===== config.mk =====
export PLATFORM = sky130hd
export DESIGN_NAME = shift_unit
export DESIGN_NICKNAME = d
export VERILOG_FILES = /design/src/rtl/shift_pkg.sv /design/src/rtl/shift_step.sv /design/src/rtl/shift_unit.sv
export SDC_FILE = /design/constraint.sdc
export NUM_CORES = 1
export LEC_CHECK = 0
export CORE_ASPECT_RATIO = 1.25
export CORE_MARGIN = 8
export CORE_UTILIZATION = 56
export CTS_CLUSTER_SIZE = 16
export DETAILED_ROUTE_END_ITERATION = 12
export PLACE_DENSITY_LB_ADDON = 0.08
export SETUP_SLACK_MARGIN = 0.4
export SLEW_MARGIN = 5
export SYNTH_ARGS = -nofsm -noshare
export SYNTH_HDL_FRONTEND = slang
export SYNTH_SLANG_ARGS = --single-unit

===== constraint.sdc =====
create_clock -name clk -period 3.17 [get_ports clk]
set_input_delay 0.7925 -clock clk [delete_from_list [all_inputs] [get_ports clk]]
set_output_delay 0.7925 -clock clk [all_outputs]
set_load 0.05 [all_outputs]

===== src/rtl/shift_pkg.sv =====
// shift_pkg: shared types and helpers for the multi-cycle shifter.
//   shift_mode_t  - operation select (LSL, LSR, ASR, ROR), matches the 2-bit in_mode encoding
//   shift_state_t - control FSM states
//   eff_amount()  - effective shift distance for a requested amount and mode
package shift_pkg;

  typedef enum logic [1:0] {
    SH_LSL = 2'd0,
    SH_LSR = 2'd1,
    SH_ASR = 2'd2,
    SH_ROR = 2'd3
  } shift_mode_t;

  typedef enum logic [1:0] {
    ST_IDLE  = 2'd0,
    ST_SHIFT = 2'd1,
    ST_DONE  = 2'd2
  } shift_state_t;

  // Linear shifts saturate at width (everything shifted out); rotates wrap.
  // width is a power of two, so the modulo reduces to a mask.
  function automatic int unsigned eff_amount(input int unsigned amount,
                                             input shift_mode_t mode,
                                             input int unsigned width);
    if (mode == SH_ROR) begin
      return amount & (width - 1);
    end else if (amount > width) begin
      return width;
    end else begin
      return amount;
    end
  endfunction

endpackage


===== src/rtl/shift_step.sv =====
// shift_step: combinational single-step shifter, moves value by k (0..STEP) bits.
//   value  - word to shift
//   k      - distance for this step, never above STEP
//   mode   - LSL / LSR / ASR / ROR
//   fill   - bit shifted in from the top for ASR (the original sign)
//   result - shifted word
//   carry  - last bit shifted out; for ROR the new MSB
module shift_step #(
  parameter int WIDTH = 8,
  parameter int STEP  = 4,
  parameter int K_W   = 3
) (
  input  logic [WIDTH-1:0] value,
  input  logic [K_W-1:0]   k,
  input  logic [1:0]       mode,
  input  logic             fill,
  output logic [WIDTH-1:0] result,
  output logic             carry
);
  import shift_pkg::*;

  // Only the STEP bits that can enter from above matter for a right step.
  logic [STEP-1:0] upper;
  // Right window: {incoming bits, value, guard}; the guard slot at the bottom
  // makes "bit k-1 of value" a constant select at index k.
  logic [WIDTH+STEP:0] cat_r;
  // Left window: {guard, value, STEP zeros}; the top guard yields carry 0 for k=0.
  logic [WIDTH+STEP:0] cat_l;

  logic [WIDTH-1:0] res_r [STEP+1];
  logic [WIDTH-1:0] res_l [STEP+1];
  logic             car_r [STEP+1];
  logic             car_l [STEP+1];

  genvar gi;
  generate
    for (gi = 0; gi < STEP; gi++) begin : g_upper
      assign upper[gi] = (mode == SH_ROR) ? value[gi] : ((mode == SH_ASR) & fill);
    end
  endgenerate

  assign cat_r = {upper, value, 1'b0};
  assign cat_l = {1'b0, value, {STEP{1'b0}}};

  // Every legal step distance is precomputed with constant selects and the
  // requested one is muxed out, keeping the network to STEP+1 candidates.
  generate
    for (gi = 0; gi <= STEP; gi++) begin : g_cand
      assign res_r[gi] = cat_r[gi+1 +: WIDTH];
      assign car_r[gi] = cat_r[gi];
      assign res_l[gi] = cat_l[STEP-gi +: WIDTH];
      assign car_l[gi] = cat_l[STEP+WIDTH-gi];
    end
  endgenerate

  always_comb begin
    result = res_r[k];
    carry  = car_r[k];
    if (mode == SH_LSL) begin
      result = res_l[k];
      carry  = car_l[k];
    end else if (mode == SH_ROR) begin
      carry = res_r[k][WIDTH-1];
    end
  end

endmodule


===== src/rtl/shift_unit.sv =====
// shift_unit: multi-cycle LSL/LSR/ASR/ROR shifter with valid/ready handshakes.
//   clk, rst             - clock, asynchronous active-high reset
//   in_valid/in_ready    - operation handshake (ready only while idle)
//   in_value, in_amount  - operand and unsigned shift amount (AMT_W up to 32)
//   in_mode              - 0 LSL, 1 LSR, 2 ASR, 3 ROR
//   out_valid/out_ready  - result handshake; result held until taken
//   out_value            - shifted result
//   out_carry            - last bit shifted out (ROR: result MSB), 0 for zero shifts
//   out_zero             - out_value == 0
module shift_unit #(
  parameter int WIDTH = 8,
  parameter int STEP  = 4,
  parameter int AMT_W = 8
) (
  input  logic             clk,
  input  logic             rst,
  input  logic             in_valid,
  output logic             in_ready,
  input  logic [WIDTH-1:0] in_value,
  input  logic [AMT_W-1:0] in_amount,
  input  logic [1:0]       in_mode,
  output logic             out_valid,
  input  logic             out_ready,
  output logic [WIDTH-1:0] out_value,
  output logic             out_carry,
  output logic             out_zero
);
  import shift_pkg::*;

  localparam int REM_W = $clog2(WIDTH + 1);
  localparam int K_W   = $clog2(STEP + 1);

  shift_state_t     state_reg;
  shift_mode_t      mode_reg;
  logic [WIDTH-1:0] value_reg;
  logic             carry_reg;
  logic             fill_reg;
  logic [REM_W-1:0] rem_reg;

  logic [REM_W-1:0] eff;
  logic [REM_W-1:0] k_full;
  logic [K_W-1:0]   k;
  logic [WIDTH-1:0] step_value;
  logic             step_carry;

  assign eff    = REM_W'(eff_amount(32'(in_amount), shift_mode_t'(in_mode), WIDTH));
  assign k_full = (rem_reg < REM_W'(STEP)) ? rem_reg : REM_W'(STEP);
  assign k      = K_W'(k_full);

  shift_step #(
    .WIDTH(WIDTH),
    .STEP (STEP),
    .K_W  (K_W)
  ) u_step (
    .value (value_reg),
    .k     (k),
    .mode  (mode_reg),
    .fill  (fill_reg),
    .result(step_value),
    .carry (step_carry)
  );

  always_ff @(posedge clk or posedge rst) begin
    if (rst) begin
      state_reg <= ST_IDLE;
      mode_reg  <= SH_LSL;
      value_reg <= '0;
      carry_reg <= 1'b0;
      fill_reg  <= 1'b0;
      rem_reg   <= '0;
    end else begin
      case (state_reg)
        ST_IDLE: begin
          if (in_valid) begin
            value_reg <= in_value;
            carry_reg <= 1'b0;
            mode_reg  <= shift_mode_t'(in_mode);
            fill_reg  <= in_value[WIDTH-1];
            rem_reg   <= eff;
            state_reg <= (eff == '0) ? ST_DONE : ST_SHIFT;
          end
        end
        ST_SHIFT: begin
          value_reg <= step_value;
          carry_reg <= step_carry;
          rem_reg   <= rem_reg - k_full;
          if (rem_reg == k_full) begin
            state_reg <= ST_DONE;
          end
        end
        ST_DONE: begin
          if (out_ready) begin
            state_reg <= ST_IDLE;
          end
        end
        default: state_reg <= ST_IDLE;
      endcase
    end
  end

  assign in_ready  = (state_reg == ST_IDLE);
  assign out_valid = (state_reg == ST_DONE);
  assign out_value = value_reg;
  assign out_carry = carry_reg;
  assign out_zero  = (value_reg == '0);

endmodule

==> flow_summary_export.csv, run 1 <==
group,metric,value,unit
clocking,clock_path_buffers,2,
synth,avgSynthCellArea,8.56,µm²
outcome,outcome,"finished, final reports clean",
timing,whs,0.554,ns
synth,synth_seq_cells,18,
drt,wl_met2,2670,µm
drt,route.met3.wl,489,µm
die,io_pins,34,
hold_path,holdCritPathClass,"reg2reg",
finish,regArea,450,µm²
drt,first_pass_iters,5,
setup_path,crit_path_max_incr_delay,0.81,ns
die,die_w,65.8,µm
setup_path,crit_slowest_cell,"clkdlybuf4s50_1",
finish,synthToLayoutAreaGrowth,21.5,%
timing,hold_viol_final,0,
drt,via_count,1851,
synth,yosysWarningCount,0,
clocking,clk_latency,0.31,ns
synth,synth_async_sr_flop_share,100,%
pwr,powerDensity,1130,mW/mm²
placement,place_ws,0.384,ns
finish,fin_cells,264,
clocking,root_buffer,"clkbuf_4",
timing,timing.final.crit_share,84.9,%
drt,ant_nets,0,
placement,dp_hpwl,3980,µm
drt,topRoutingLayerUsed,"met4",
global_route,grt_max_degree,22,
synth,yosys.cell_types.count,57,
timing,finalSetupTns,0,ns
synth,ys_seq_area_share,25.9,%
drt,drt-initial-drc-count,217,
job,maxCapViolCount,0,
timing,fmax,0.372,GHz
finish,nNetsFinal,253,
clocking,numCtsBuffers,3,
timing,setup_viol,0,
synth,synth_cells,203,
finish,largest_reg_flops,8,
drt,routed_via_density,7.01,
finish,layout_commonest_cell,"clkdlybuf4s50_1",
timing,min_period,2.69,ns
clocking,clock_sinks,18,
setup_path,cp_max_fo,12,
timing,max-slew-margin-rel,44.0,%
clocking,postCtsSetupBuffers,0,
clocking,clk_pin_slew_worst_paths,0.10,ns
finish,drive_gt1_share,14.0,%
setup_path,cp.required,2.38,ns
setup_path,crit_family,"buffers and inverters",
drt,drc,0,
timing,grt_setup_unrepaired,"false",
timing,drv_slew,0,
placement,place_area,0.00209,mm²
setup_path,worstSetupPathType,"reg2out",
drt,drt-total-wl,5420,µm
synth,synth_flop_cell,"dfrtp_1",
clocking,cts_tree,"yes",
finish,n_antenna_cell,0,
finish,fill_cells,242,
placement,port_buffers,33,
drt,wl_per_cell,20.5,µm
setup_path,crit_path_end_kind,"output pin",
global_route,first_global_vias,1878,
global_route,grt_antenna_before_repair,0,
synth,synthesis.nets,226,
pwr,vdd_drop_max,938,µV
setup_path,cp.arrival,1.90,ns
finish,postLayoutCellArea,0.00211,mm²
finish,multi_input_area,0.00117,mm²
setup_path,worstPathCellList,"nor2b_1 -> clkdlybuf4s50_1",
setup_path,critPathBufInv,1,
die,coreArea,0.00295,mm²
timing,tightest_slew,0.840,ns
placement,finalWeightedCongestion,0.958,
drt,drt-met1-wl,2070,µm
setup_path,crit_path_start_kind,"register",
synth,syn_area,0.00174,mm²
die,dieHeight,78.3,µm
global_route,grt_pass1_wl,8990,µm
placement,dp_cells,261,
die,start_util,59.0,%
finish,mostFrequentLayoutCells,"clkdlybuf4s50_1, nor2_1, dfrtp_1",
pwr,power_leakage,0.807,nW
global_route,grt_overflow,0,
timing,worst_slack,0.479,ns
die,die_area,0.00515,mm²
timing,fin_skew,0.0125,ns
die,rows,22,
clocking,htreeDepth,1,
synth,synth_edf_count,0,
global_route,grt_usage,22.0,%
[final timing paths]
path	cells after the start	to	start	slack, ns
hold / removal	1	out_carry	out_carry	0.55
max in group asynchronous	2	out_value[3]	rst	1.79
hold reg to reg	1	out_carry	out_carry	0.55
setup / recovery	2	out_valid	state_reg[1]	0.48
setup reg to reg	5	out_carry	rem_reg[1]	0.84
min in group asynchronous	2	rem_reg[2]	rst	0.90
[metrics by stage]
step / util [%] / power (W)
after floorplan: - / 0.00175
after detailed placement: 70.9 / 0.00223
after CTS: 71.6 / 0.00236
after global routing: 71.6 / 0.00253
after global placement: 70.9 / 0.00221
final: 71.6 / 0.00239
[worst register-to-register path: cells and delay by family (launching register included)]
kind            cells  cell delay (ns)
compound gates      3             0.93
flops               1             0.91
buf+inv             1             0.29
simple gates        1             0.07
[repair_timing]
action | CTS | global route
hold buffers | 0 | 0
resized for setup | 4 | 0
endpoints found under the setup margin | 2 | 0
[metal layers]
layer	global-route usage (%)	vias to the layer above
li1	-	830
met1	25.7	875
met2	37.0	127
met3	3.84	19
met4	11.4	0
met5	0	-
[cell type report]
class | count | area share (%)
multi-input combinational | 160 | 55.7
sequential | 18 | 21.4
inverter | 5 | 0.890
timing repair buffer | 42 | 18.9
tap | 36 | 2.14
clock buffer | 3 | 1.07
[power breakdown]
group,switching (W),internal [W]
combinational,0.000961,0.000723
sequential,0.000239,0.000338
clock,0.0000808,0.0000445
[cells in the mapped netlist, types with 3 or more instances]
cell	instances	area, µm²
mux4_1	3	78.8
a221oi_1	6	52.6
or3_1	3	18.8
a21oi_1	8	40.0
clkbuf_1	12	45.0
a31oi_1	4	25.0
or4_1	3	22.5
o31ai_1	3	22.5
nand2b_1	4	25.0
nor3_1	3	15.0
buf_2	4	20.0
nand3_1	5	25.0
mux2_2	8	90.1
o21ai_0	13	65.1
mux2i_1	9	90.1
nor2_1	26	97.6
mux4_2	5	113
dfrtp_1	18	450
nor2b_1	3	18.8
nand2_1	17	63.8
inv_1	5	18.8
[logic make-up (layout without fill, tap and decap cells)]
| kind of cell | after synthesis | in the layout | share of synthesized area, % |
|---|---|---|---|
| AND/OR/NAND/NOR | 75 | 75 | 21.3 |
| flip-flops | 18 | 18 | 25.9 |
| AO/OA/AOI/OAI | 57 | 57 | 23.1 |
| multiplexers | 26 | 26 | 22.3 |
| buffers and inverters | 25 | 50 | 6.56 |
| adder cells (fa/ha/maj) | 1 | 1 | 0.720 |
| other | 1 | 1 | 0.216 |
(Power assumes the default switching activity.)
==> run 2: changes to the inputs <==
CORE_UTILIZATION = 52   (was 56)
clock period = 2.5 ns   (was 3.17 ns; I/O delays follow)
==> flow_summary_export.csv, run 2 (synthesis gave the netlist of run 1 again) <==
group,metric,value,unit
outcome,outcome,"finished, final reports clean",
hold_path,holdCritPathClass,"reg2reg",
pwr,powerDensity,1440,mW/mm²
finish,drive_gt1_share,24.9,%
drt,wl_per_cell,21.0,µm
job,maxCapViolCount,0,
drt,drc,0,
die,dieHeight,80.6,µm
drt,routed_via_density,6.70,
finish,nNetsFinal,269,
timing,hold_viol_final,0,
finish,postLayoutCellArea,0.00229,mm²
placement,dp_hpwl,4050,µm
die,die_w,67.7,µm
finish,largest_reg_flops,8,
finish,n_antenna_cell,0,
clocking,htreeDepth,1,
clocking,clock_sinks,18,
clocking,clk_pin_slew_worst_paths,0.07,ns
global_route,grt_pass1_wl,9550,µm
die,die_area,0.00546,mm²
finish,layout_commonest_cell,"buf_4",
global_route,first_global_vias,1962,
timing,timing.final.crit_share,85.2,%
hold_path,worstHoldStart,"out_carry",
timing,max-slew-margin-rel,56.9,%
timing,min_period,2.13,ns
pwr,fin_total_pwr,0.00330,W
setup_path,worstSetupPathType,"reg2out",
die,start_util,54.4,%
setup_path,cp.required,1.88,ns
global_route,grt_overflow,0,
drt,ant_nets,0,
global_route,grt_antenna_before_repair,0,
timing,setup_viol,0,
die,coreArea,0.00319,mm²
global_route,grt_usage,22.7,%
timing,fmax,0.469,GHz
finish,final_util,71.8,%
placement,finalWeightedCongestion,0.900,
drt,drt-initial-drc-count,220,
timing,finalSetupTns,0,ns
setup_path,cp.arrival,1.51,ns
placement,place_area,0.00214,mm²
die,rows,23,
setup_path,cp_max_fo,3,
timing,drv_slew,0,
timing,tightest_slew,0.644,ns
placement,place_ws,0.213,ns
finish,fill_cells,279,
setup_path,crit_path_start_kind,"register",
clocking,clk_latency,0.27,ns
setup_path,r2r_start,"out_value[0]",
setup_path,crit_path_end_kind,"output pin",
clocking,cts_tree,"yes",
timing,grt_setup_unrepaired,"true",
die,io_pins,34,
clocking,numCtsBuffers,3,
timing,worst_slack,0.369,ns
drt,drt-total-wl,5930,µm
finish,synthToLayoutAreaGrowth,32.1,%
timing,fin_skew,0.00790,ns
drt,first_pass_iters,4,
drt,via_count,1888,
finish,mostFrequentLayoutCells,"buf_4, nor2_1, clkdlybuf4s50_1",
pwr,power_leakage,0.934,nW
setup_path,cp-startpoint,"out_value[0]",
placement,port_buffers,33,
clocking,clock_path_buffers,2,
clocking,root_buffer,"clkbuf_8",
pwr,vdd_drop_max,878,µV
global_route,grt_max_degree,19,
==> run 2: changes by cell type in the layout (fill, tap and decap cells not counted), moves of 4 or more <==
cell	delta
buf_4	+17
clkdlybuf4s50_1	-9
dfrtp_1	-7
dfrtp_2	+7
dlygate4sd2_1	+5
clkbuf_8	+4
==> run 2: worst max-delay path, cell delays in order (launching register included) <==
cell and delay [ns]:
dfrtp_2 0.42, or4_4 0.55, nor2_4 0.14, buf_12 0.14
==> run 2: through the flow <==
step | hold slack, ns | cells
CTS | 0.528 | 277
global placement | 0.505 | 265
detailed placement | 0.507 | 265
floorplan | 0.563 | 203
finish | 0.521 | 282
global route | 0.548 | 282
==> run 2: layout make-up <==
class	instances	area (µm²)	share of cell area (%)
Sequential cell	18	459	20.0
Timing Repair Buffer	58	524	22.8
Multi-Input combinational cell	160	1190	51.9
Tap cell	37	46.3	2.02
Inverter	5	18.8	0.818
Clock buffer	4	55.1	2.40
==> run 2: what timing repair did <==
item	in CTS	in global routing
hold buffers	0	0
gates resized for setup	8	4
cloned	0	0
setup endpoints to repair	8	7
setup buffers	8	5
pin swaps	1	2
==> run 2: power by group <==
group	internal [W]	switching, W
sequential	0.000443	0.000242
clock	0.000140	0.000112
combinational	0.00102	0.00134
total	0.00160	0.00169
==> run 2: final timing paths <==
check / to / slack (ns) / cells after the start
max: out_zero / 0.37 / 3
min: out_carry / 0.52 / 1
max reg2reg: out_carry / 0.44 / 6
min reg2reg: out_carry / 0.52 / 1
max in group asynchronous: out_value[7] / 1.59 / 3
min in group asynchronous: state_reg[1] / 0.68 / 3
==> run 2: metal layers <==
layer | track usage [%] | share of wire, % | vias up
li1 | - | - | 856
met1 | 26.7 | 38 | 896
met2 | 38.0 | 51 | 113
met3 | 3.34 | 7.8 | 23
met4 | 12.4 | 3.6 | 0
met5 | 0 | 0 | -
==> run 3: changes to the inputs <==
CTS_BUF_LIST = sky130_fd_sc_hd__clkbuf_8 sky130_fd_sc_hd__clkbuf_16   (was unset)
==> results of run 3 <==
No change in the layout: final DEF, timing and power equal those of run 2.
